--- config.mk ---
export PLATFORM = sky130hd
export DESIGN_NAME = inst_fetch_queue
export DESIGN_NICKNAME = d
export VERILOG_FILES = /design/src/rtl/inst_fetch_queue.sv
export SDC_FILE = /design/constraint.sdc
export NUM_CORES = 1
export LEC_CHECK = 0
export ABC_AREA = 0
export CAP_MARGIN = 15
export CORE_UTILIZATION = 57
export CTS_BUF_LIST = sky130_fd_sc_hd__clkbuf_8
export DETAILED_ROUTE_END_ITERATION = 10
export PLACE_DENSITY = 0.88
export SLEW_MARGIN = 20
export SYNTH_ARGS = -nofsm -noshare
export SYNTH_HDL_FRONTEND = slang
export SYNTH_SLANG_ARGS = --single-unit
--- constraint.sdc ---
create_clock -name clk -period 8.4 [get_ports clk]
set_input_delay 2.52 -clock clk [delete_from_list [all_inputs] [get_ports clk]]
set_output_delay 2.52 -clock clk [all_outputs]
set_load 0.05 [all_outputs]
--- src/rtl/inst_fetch_queue.sv ---
// Instruction fetch stage: owns the PC, reads a combinational instruction memory and
// buffers {pc, inst} pairs in a small in-order queue feeding decode; redirects flush it.
module inst_fetch_queue #(
  parameter int ADDR_WIDTH = 8,
  parameter int INST_WIDTH = 32,
  parameter int DEPTH      = 2,
  parameter logic [ADDR_WIDTH-1:0] RESET_PC = '0
) (
  input  logic                      clk,
  input  logic                      rst,
  output logic [ADDR_WIDTH-1:0]     inst_addr,
  input  logic [INST_WIDTH-1:0]     inst,
  input  logic                      redirect_valid,
  input  logic [ADDR_WIDTH-1:0]     redirect_pc,
  output logic                      id_valid,
  input  logic                      id_ready,
  output logic [INST_WIDTH-1:0]     id_inst,
  output logic [ADDR_WIDTH-1:0]     id_pc,
  output logic [$clog2(DEPTH):0]    count
);
  localparam int PW = $clog2(DEPTH);
  localparam int CW = PW + 1;

  logic [ADDR_WIDTH-1:0]                  pc_q, pc_d;
  logic [PW-1:0]                          rd_ptr_q, rd_ptr_d;
  logic [PW-1:0]                          wr_ptr_q, wr_ptr_d;
  logic [CW-1:0]                          count_q, count_d;
  logic [DEPTH-1:0][ADDR_WIDTH-1:0]       ent_pc_q, ent_pc_d;
  logic [DEPTH-1:0][INST_WIDTH-1:0]       ent_inst_q, ent_inst_d;
  logic                                   pop, push;

  assign inst_addr = pc_q;
  assign count     = count_q;
  assign id_valid  = (count_q != '0);
  assign id_pc     = ent_pc_q[rd_ptr_q];
  assign id_inst   = ent_inst_q[rd_ptr_q];

  // A pop frees a slot in the same cycle, so a full queue still streams.
  assign pop  = id_valid & id_ready;
  assign push = !redirect_valid && ((count_q < CW'(DEPTH)) || pop);

  always_comb begin
    pc_d       = pc_q;
    rd_ptr_d   = rd_ptr_q;
    wr_ptr_d   = wr_ptr_q;
    count_d    = count_q;
    ent_pc_d   = ent_pc_q;
    ent_inst_d = ent_inst_q;
    if (redirect_valid) begin
      // Flush wins over everything; the word on inst this cycle is dropped.
      pc_d     = redirect_pc;
      rd_ptr_d = '0;
      wr_ptr_d = '0;
      count_d  = '0;
    end else begin
      if (push) begin
        ent_pc_d[wr_ptr_q]   = pc_q;
        ent_inst_d[wr_ptr_q] = inst;
        pc_d                 = pc_q + ADDR_WIDTH'(1);
        wr_ptr_d             = wr_ptr_q + PW'(1);
      end
      if (pop) rd_ptr_d = rd_ptr_q + PW'(1);
      count_d = count_q + CW'(push) - CW'(pop);
    end
  end

  always_ff @(posedge clk or posedge rst) begin
    if (rst) begin
      pc_q       <= RESET_PC;
      rd_ptr_q   <= '0;
      wr_ptr_q   <= '0;
      count_q    <= '0;
      ent_pc_q   <= '0;
      ent_inst_q <= '0;
    end else begin
      pc_q       <= pc_d;
      rd_ptr_q   <= rd_ptr_d;
      wr_ptr_q   <= wr_ptr_d;
      count_q    <= count_d;
      ent_pc_q   <= ent_pc_d;
      ent_inst_q <= ent_inst_d;
    end
  end
endmodule
==> results of run 1 <==
-- placed cells by master (no fill, tap or decap), drive strengths merged --
cell type / n
and2b: 1
mux2: 121
xnor2: 6
nand2: 10
xor2: 5
bufinv: 3
mux2i: 1
clkbuf: 9
nand3: 2
nor2: 5
clkdlybuf4s50: 94
buf: 3
nor2b: 1
nand2b: 2
dfrtp: 92
nor4: 1
and2: 1
ha: 3
o21ai: 7
clkinv: 2
inv: 5
nor4b: 1
nand4: 2
nor3: 1
or2: 1
-- cells by family after synthesis --
logic type,Yosys count
buf+inv,19
simple gates,28
compound gates,7
fa+ha+maj,3
mux,122
xor+xnor,11
flops,92
-- power by group --
| group | leakage [nW] | internal (mW) | switching [mW] |
|---|---|---|---|
| combinational | 1.23 | 0.581 | 0.665 |
| sequential | 1.09 | 0.629 | 0.145 |
| clock | 0.128 | 0.203 | 0.167 |
| total | 2.45 | 1.41 | 0.977 |
-- critical path, cell delays in order (launching register included) --
cell and delay, ns:
dfrtp_2 1.03, mux2_2 0.44, clkdlybuf4s50_1 0.72
-- path summary, 6_finish.rpt --
check	cells past startpoint	startpoint	to
worst max-delay path	2	rd_ptr_q	id_pc[7]
worst min-delay path	1	ent_inst_q[52]	ent_inst_q[52]
worst max register to register	5	count[1]	ent_inst_q[32]
worst min register to register	1	ent_inst_q[52]	ent_inst_q[52]
max in group asynchronous	3	rst	rd_ptr_q
min in group asynchronous	3	rst	ent_inst_q[4]
-- cells in the mapped netlist (all sizes together) --
master / n / area (µm²)
xnor2: 6 / 52.6
nand2b: 2 / 20.0
nor4: 1 / 12.5
mux2i: 1 / 10.0
and2: 1 / 6.26
ha: 3 / 37.5
mux2: 121 / 1610
nor2b: 1 / 6.26
and2b: 1 / 10.0
nor4b: 1 / 15.0
buf: 13 / 121
nand2: 10 / 37.5
nand4: 2 / 12.5
o21ai: 7 / 35.0
or2: 1 / 6.26
nor2: 5 / 33.8
inv: 3 / 11.3
xor2: 5 / 43.8
nor3: 1 / 5.00
clkbuf: 3 / 11.3
dfrtp: 92 / 2300
nand3: 2 / 10.0
-- per-layer routing --
layer,vias to the layer above,wire [µm],global-route usage
met4,0,70,0.0605
met2,76,4140,0.368
met3,7,397,0.0482
li1,1172,-,-
met5,-,0,0
met1,1325,4150,0.333
-- cell type report --
type,count,share of cell area
Inverter,3,0.00222
Timing Repair Buffer,97,0.172
Clock buffer,9,0.0220
Clock inverter,7,0.0231
Multi-Input combinational cell,171,0.350
Tap cell,99,0.0220
Sequential cell,92,0.409
-- flip-flops by register name, indices dropped and copies added (netlist names) --
| signal | flops |
|---|---|
| inst_addr | 8 |
| ent_pc_q | 16 |
| rd_ptr_q | 1 |
| ent_inst_q | 64 |
| count | 2 |
| wr_ptr_q | 1 |
-- stage by stage --
| stage | setup slack, ns | utilization |
|---|---|---|
| final | 3.34 | 0.764 |
| after global routing | 3.22 | 0.764 |
| after CTS | 3.30 | 0.763 |
| after detailed placement | 3.33 | 0.729 |
| after global placement | 3.40 | 0.729 |
| after floorplan | 3.49 | - |
==> metrics.txt, run 1 <==
run status finished, final reports clean; mux contribution to synthesized area 0.368; Die Width about 90 µm; routed vias/inst around 5.4; worst reg2reg setup slack 6.08 ns; worst skew pair latency 0.36 ns; Routed WL 8.76 mm; skew final 0.0128 ns; quantity of I/O buffers inserted on ports 94; post-cts resize count 0; Avg Cell Area, Syn around 16 µm²; IO Count 95; CP Max Fanout 41; XOR/XNOR share of the synthesized area 0.0218; area of the multi-input gates between 0.0015 and 0.002 mm²; DR iter-0 viols ~70; post-synthesis sequential area ratio 0.522; Via Count between 2,000 and 3,000; CTS Root Cell clkbuf_8; vias in the first global route roughly 2,800; Slew Limit Fails 0; area grow syn2layout 27.5%; CTS Sinks a little over 90; Hold Fails Final Rpt 0; Routed Antenna Nets 0; design area approximately 0.0056 mm²; drt pass-1 iters 4; hold slack about 0.51 ns; row count 31; Fillers around 450; RSZ-0062 raised after global routing false; H-tree depth 3; post-synthesis simple-gate area fraction 0.0397; crit path kind register to output pin; Residual DRC 0; global-route usage over all layers 0.234; Inserted Diodes 0; Tightest Pin Transition 0.990 ns; Synth Cell Area 0.00441 mm²; Layout Cells excl Fill 478; GPL Wtd Cong ~0.8; Synth cell types 27; Synth Register Bits 92; setup TNS 0 ns; syn nets between 300 and 400; Final HPWL DP about 5.6 mm; Worst Setup End Kind output pin; CTS tree built; Worst-path clk slew roughly 0.1 ns; fin crit period just over 5 ns; FMAX just under 200 MHz; Placed Cells between 400 and 500; initial core utilization 0.599; CP startpoint kind register; first-pass GRT wire length between 10 and 15 mm; wire length per cell around 18 µm; part of the cycle the worst path needs 0.603; LEAKAGE approximately 2.4 nW; share of layout cells above drive strength 1 0.393; CTS max path bufs 2; Die H approximately 90 µm; Final Total Pwr 2.39 mW; Yosys warning total 0; postcts setup bufs 0; GRT overflow 0; nets between 400 and 500; Worst EP arrival between 2 and 3 ns; Max Cap Viol 0; Die ar. between 0.008 and 0.009 mm²; Post-Syn Instances 282; hold_buf cts 0; total CTS buffers 9; DP Area between 0.005 and 0.006 mm²; VDD IR-drop max around 0.00028 V; Compound-Gate Fraction of Synth Area 0.00794; data required time at the worst endpoint between 5 and 6 ns; area share of fa/ha/maj cells after synthesis 0.00850; Reg area between 0.002 and 0.0025 mm²; largest net degree at the start of global routing 93; final setup fails 0; initial antenna violation count 0; relative slew slack 0.340; largest family of logic cells by synthesized area multiplexers; Hold/Removal Path Class register to register; PD cells approximately 420 mW/mm²; Core ar. 0.00737 mm²
No activity file was read; power rests on OpenSTA's default activity.
==> inputs of run 2 (changes only) <==
--- a/config.mk
+++ b/config.mk
@@ -7,10 +7,10 @@
 export LEC_CHECK = 0
 export ABC_AREA = 0
 export CAP_MARGIN = 15
-export CORE_UTILIZATION = 57
+export CORE_UTILIZATION = 53
 export CTS_BUF_LIST = sky130_fd_sc_hd__clkbuf_8
 export DETAILED_ROUTE_END_ITERATION = 10
-export PLACE_DENSITY = 0.88
+export PLACE_DENSITY = 0.83
 export SLEW_MARGIN = 20
 export SYNTH_ARGS = -nofsm -noshare
 export SYNTH_HDL_FRONTEND = slang
==> constraint.sdc (replaced) <==
create_clock -name clk -period 5.29 [get_ports clk]
set_input_delay 1.587 -clock clk [delete_from_list [all_inputs] [get_ports clk]]
set_output_delay 1.587 -clock clk [all_outputs]
set_load 0.05 [all_outputs]
==> run 2 against run 1 <==
Effect of this change:
- wire length is 3.9% lower
- combinational power rose by 58%
- die area increased by 7.4%
- global-route usage shrank 1.5 points
- critical path depth unchanged
- clock-buffer cell count unchanged
- register-to-register slack got worse by 2.9 ns
- first-iteration DRC count decreased by 4.2%
- total power is 53% higher
- critical path type unchanged
- critical endpoint is now id_inst[28]
==> metrics.txt, run 2 (synthesized netlist as in run 1, its figures left out) <==
run status finished, final reports clean; quantity of I/O buffers inserted on ports 94 (unchanged); largest net degree at the start of global routing 52 (-44%); CTS Root Cell clkbuf_8; worst hold endpoint ent_inst_q[55]; data required time at the worst endpoint 3.70 ns (-2.18 ns); Worst Setup End Kind output pin; Die H 93.3 µm (+3.6%); VDD IR-drop max 0.000367 V (+33%); skew final 0.0110 ns (-0.00184 ns); Fillers 553 (+23%); setup TNS 0 ns (unchanged); wire length per cell 17.5 µm (-4.7%); Worst EP arrival 2.56 ns (+0.02 ns); relative slew slack 0.323 (-0.0175); post-cts resize count 0 (unchanged); FMAX between 200 and 250 MHz; most common cell after layout, fill and taps aside clkdlybuf4s50_1; CP Max Fanout 41 (unchanged); initial antenna violation count 0 (unchanged); part of the cycle the worst path needs 0.785; R2R depth 5 (unchanged); Reg with most FFs ent_inst_q; most frequent cells in the layout clkdlybuf4s50_1, dfrtp_1, mux2_4; hold path cells 1 (unchanged); Routed WL 8.42 mm (-3.9%); RSZ-0062 raised after global routing false; DR iter-0 viols 69 (-4.2%); CTS Sinks 92 (unchanged); CTS max path bufs 2 (unchanged); hold_buf cts 0 (unchanged); postcts setup bufs 0 (unchanged); GPL Wtd Cong 0.769 (-1.7%); total CTS buffers 9 (unchanged); Via Count 2,536 (-1.7%); Hold/Removal Path Class register to register; IO Count 95 (unchanged); Inserted Diodes 0 (unchanged); Die ar. 0.00870 mm² (+7.4%); initial core utilization 0.560 (-0.0393); number of flip-flops under the largest register name 64 (unchanged); fin crit period roughly 4.2 ns; post-layout util 0.709 (-0.0551); routed vias/inst 5.26 (-2.5%); Routed Antenna Nets 0 (unchanged); Crit Reg-Reg Endpoint ent_pc_q[14]; area grow syn2layout 26.6%; Worst-path clk slew 0.09 ns (about the same); H-tree depth 3 (unchanged); GRT overflow 0 (unchanged); share of layout cells above drive strength 1 0.392 (-0.00103); Slew Limit Fails 0 (unchanged); CP startpoint kind register; row count 32 (+3.2%); CP max-delay cell dfrtp_2; Final HPWL DP 5.66 mm (+1.3%); Hold Fails Final Rpt 0 (unchanged); Crit path largest cell delay 1.03 ns (about the same); CTS tree built; PD cells 652 mW/mm² (+54%); Max Cap Viol 0 (unchanged); LEAKAGE 2.43 nW (-0.79%); crit path kind register to output pin; Crit Reg-Reg Startpoint count[1]; Die Width 93.3 µm (+3.6%); global-route usage over all layers 0.218 (-0.0153); Core ar. 0.00789 mm² (+7.0%); final setup fails 0 (unchanged); Residual DRC 0 (unchanged); crit-path cells mux2_2, clkdlybuf4s50_1; Tightest Pin Transition 1.02 ns (+0.0262 ns); hold_sp ent_inst_q[55]; drt pass-1 iters 4 (unchanged); vias in the first global route 2,773 (-2.2%); nets 422 (+0.24%); worst reg2reg setup slack 3.15 ns (-2.93 ns); first-pass GRT wire length 14.4 mm (-2.2%); worst skew pair latency 0.36 ns (about the same)
==> run 2: changes by cell type in the layout (fill, tap and decap cells not counted), sizes merged <==
cell / delta
clkinv: +1
inv: +2
buf: +1
bufinv: -3
==> run 2: how the worst max path moves through the flow <==
stage | startpoint | end | slack [ns] | cells after the start
2_1_floorplan | rst | count[0] | 1.31 | 1
3_3_place_gp | redirect_valid | ent_inst_q[5] | 1.41 | 5
3_5_place_dp | redirect_valid | ent_pc_q[4] | 1.34 | 5
4_1_cts | rd_ptr_q | id_inst[9] | 1.12 | 2
5_1_grt | rd_ptr_q | id_inst[31] | 1.03 | 2
6_report | rd_ptr_q | id_inst[28] | 1.14 | 2
==> run 2: critical path, delay by kind of cell (launching register included) <==
family | cells | cell delay [ns]
buf+inv | 1 | 0.71
flops | 1 | 1.03
mux | 1 | 0.43
==> run 2: metal layers <==
layer / global-route usage / wire length, µm
met1: 0.314 / 4080
met2: 0.328 / 3880
met3: 0.0374 / 308
met4: 0.0910 / 149
met5: 0 / 0
==> run 2: cell type report <==
cell class / count / area (µm²) / share of cell area
Clock buffer: 9 / 124 / 0.0222
Clock inverter: 7 / 58.8 / 0.0105
Inverter: 3 / 12.5 / 0.00224
Multi-Input combinational cell: 171 / 1970 / 0.352
Sequential cell: 92 / 2300 / 0.412
Tap cell: 102 / 128 / 0.0228
Timing Repair Buffer: 98 / 996 / 0.178
==> run 2: power breakdown <==
| part | leakage [nW] | total [mW] | internal, mW | switching, mW |
|---|---|---|---|---|
| Clock | 0.0979 | 0.441 | 0.179 | 0.262 |
| Combinational | 1.24 | 1.98 | 0.927 | 1.06 |
| Sequential | 1.09 | 1.22 | 0.999 | 0.224 |
==> run 2: stage by stage <==
step                instance area [µm²]  worst slack, ns  total power [mW]  instances  hold slack (ns)
floorplan                          4410             1.31              2.67        282            0.475
global placement                   5410             1.41              3.18        466            0.483
detailed placement                 5410             1.34              3.22        466            0.489
CTS                                5590             1.12              3.67        482            0.514
global route                       5590             1.03              3.83        482            0.527
finish                             5590             1.14              3.65        482            0.514
==> inputs of run 3 (changes only) <==
--- a/config.mk
+++ b/config.mk
@@ -7,10 +7,10 @@
 export LEC_CHECK = 0
 export ABC_AREA = 0
 export CAP_MARGIN = 15
-export CORE_UTILIZATION = 53
+export CORE_UTILIZATION = 48
 export CTS_BUF_LIST = sky130_fd_sc_hd__clkbuf_8
 export DETAILED_ROUTE_END_ITERATION = 10
-export PLACE_DENSITY = 0.83
+export PLACE_DENSITY = 0.79
 export SLEW_MARGIN = 20
 export SYNTH_ARGS = -nofsm -noshare
 export SYNTH_HDL_FRONTEND = slang
==> constraint.sdc (replaced) <==
create_clock -name clk -period 3.5 [get_ports clk]
set_input_delay 1.05 -clock clk [delete_from_list [all_inputs] [get_ports clk]]
set_output_delay 1.05 -clock clk [all_outputs]
set_load 0.05 [all_outputs]
==> run 3 against run 2 <==
Effect of this change:
- the flow now finishes with violations (design-rule violations)
- worst hold slack worse by 0.0055 ns
- critical endpoint is now id_pc[0]
- final area grew 1.9%
- sequential share of layout area down 0.76 points
- largest cell class unchanged
==> metrics.txt, run 3 (synthesized netlist as in run 1, its figures left out) <==
Crit path max-delay family buffers and inverters; Worst EP arrival 2.13 ns (-0.43 ns); Die Width 97.9 µm (+5.0%); LEAKAGE 2.48 nW (+1.9%); VDD IR-drop max 0.000756 V (+110%); H-tree depth 3 (unchanged); run status complete, but fails checks; hold_sp ent_inst_q[62]; Reg area 0.00230 mm² (unchanged); final worst slack 0.322 ns (-0.817 ns); quantity of I/O buffers inserted on ports 94 (unchanged); vias in the first global route 2,836 (+2.3%); PD cells 990 mW/mm² (+52%); Slew Limit Fails 0 (unchanged); drt pass-1 iters 7 (+3); Fillers 671 (+21%); Die H 97.9 µm (+5.0%); most frequent cells in the layout clkdlybuf4s50_1, dfrtp_1, mux2_4; area of the multi-input gates 0.00197 mm² (unchanged); crit path kind register to output pin; FMAX ~310 MHz; CP max-delay cell clkdlybuf4s50_1; skew final 0.0139 ns (+0.00286 ns); initial core utilization 0.501 (-0.0584); IO Count 95 (unchanged); Crit path largest cell delay 0.71 ns (-0.32 ns); Via Count 2,568 (+1.3%); Crit Reg-Reg Startpoint count[1]; RSZ-0062 raised after global routing false; Buf+Inv Stages, Crit Path 2 (+1); Inserted Diodes 0 (unchanged); Residual DRC 6 (+6); Routed Antenna Nets 0 (unchanged); hold slack 0.508 ns (-0.00545 ns); hold_buf cts 0 (unchanged); failing checks design-rule violations; relative slew slack 0.516 (+0.193); post-cts resize count 0 (unchanged); first-pass GRT wire length 14.1 mm (-2.0%); Final HPWL DP 5.67 mm (+0.29%); setup TNS 0 ns (unchanged); CTS Sinks 92 (unchanged); share of layout cells above drive strength 1 0.404 (+0.0120); global-route usage over all layers 0.188 (-0.0303); data required time at the worst endpoint 2.45 ns (-1.25 ns); Final Total Pwr 5.64 mW (+55%); worst skew pair latency 0.35 ns (about the same); Hold/Removal Path Class register to register; number of flip-flops under the largest register name 64 (unchanged); Die ar. 0.00958 mm² (+10%); Hold Fails Final Rpt 0 (unchanged); Max Cap Viol 0 (unchanged); worst reg2reg setup slack 1.68 ns (-1.47 ns); Tightest Pin Transition 0.725 ns (-0.291 ns); Routed WL 8.44 mm (+0.29%); wire length per cell 17.1 µm (-2.2%); postcts setup bufs 0 (unchanged); Core ar. 0.00881 mm² (+12%); fin crit period 3.18 ns; GRT overflow 0 (unchanged); CTS tree built; routed vias/inst 5.20 (-1.2%); GPL Wtd Cong 0.690 (-10%); Reg with most FFs ent_inst_q; initial antenna violation count 0 (unchanged); DR iter-0 viols 65 (-5.8%); CTS Root Cell clkbuf_8; CTS max path bufs 2 (unchanged); nets 428 (+1.4%); Worst-path clk slew 0.09 ns (about the same); total CTS buffers 9 (unchanged); area grow syn2layout 29.0%; most common cell after layout, fill and taps aside clkdlybuf4s50_1; Worst Setup End Kind output pin; Critical Path Source rd_ptr_q; part of the cycle the worst path needs 0.908; post-layout util 0.647 (-0.0620); CP Max Fanout 22 (-46%); final setup fails 0 (unchanged); CP startpoint kind register; row count 34 (+6.3%); largest net degree at the start of global routing 41 (-21%); crit-path cells buf_4, mux2_2, clkdlybuf4s50_1; pre-CTS setup slack 0.553 ns (-0.786 ns)
-- run 3: per-stage QoR --
stage,std cells,cell area (µm²)
final,494,5700
after global routing,494,5700
after CTS,494,5700
after detailed placement,478,5470
after global placement,478,5470
after floorplan,282,4410
-- run 3: cell type report --
cell class                      instances  area share
Clock inverter                          7      0.0174
Inverter                                3     0.00220
Multi-Input combinational cell        171       0.346
Sequential cell                        92       0.404
Tap cell                              108      0.0237
Clock buffer                            9      0.0217
Timing Repair Buffer                  104       0.185
-- run 3: final timing paths --
kind,cells after the start,end
max reg2reg,5,ent_inst_q[27]
max,3,id_pc[0]
min reg2reg,1,ent_inst_q[62]
max in group asynchronous,3,wr_ptr_q
min in group asynchronous,2,inst_addr[2]
min,1,ent_inst_q[62]
-- run 3: power by group --
part           switching, mW  leakage, nW  total (mW)  internal [mW]
clock                  0.379        0.110       0.785          0.406
sequential             0.269         1.09        1.78           1.51
combinational           1.66         1.28        3.08           1.42
total                   2.31         2.48        5.64           3.33
-- run 3: worst register-to-register path, delay by kind of cell (launching register included) --
family / cells / cell delay [ns]
flops: 1 / 0.44
simple gates: 3 / 0.62
mux: 1 / 0.33
buf+inv: 1 / 0.32
-- run 3: routing by layer --
layer / vias up / part of all wire / global-route usage
met5: - / 0 / 0
met4: 0 / 0.014 / 0.0664
met3: 9 / 0.040 / 0.0308
met2: 75 / 0.49 / 0.306
met1: 1296 / 0.46 / 0.255
li1: 1188 / - / -
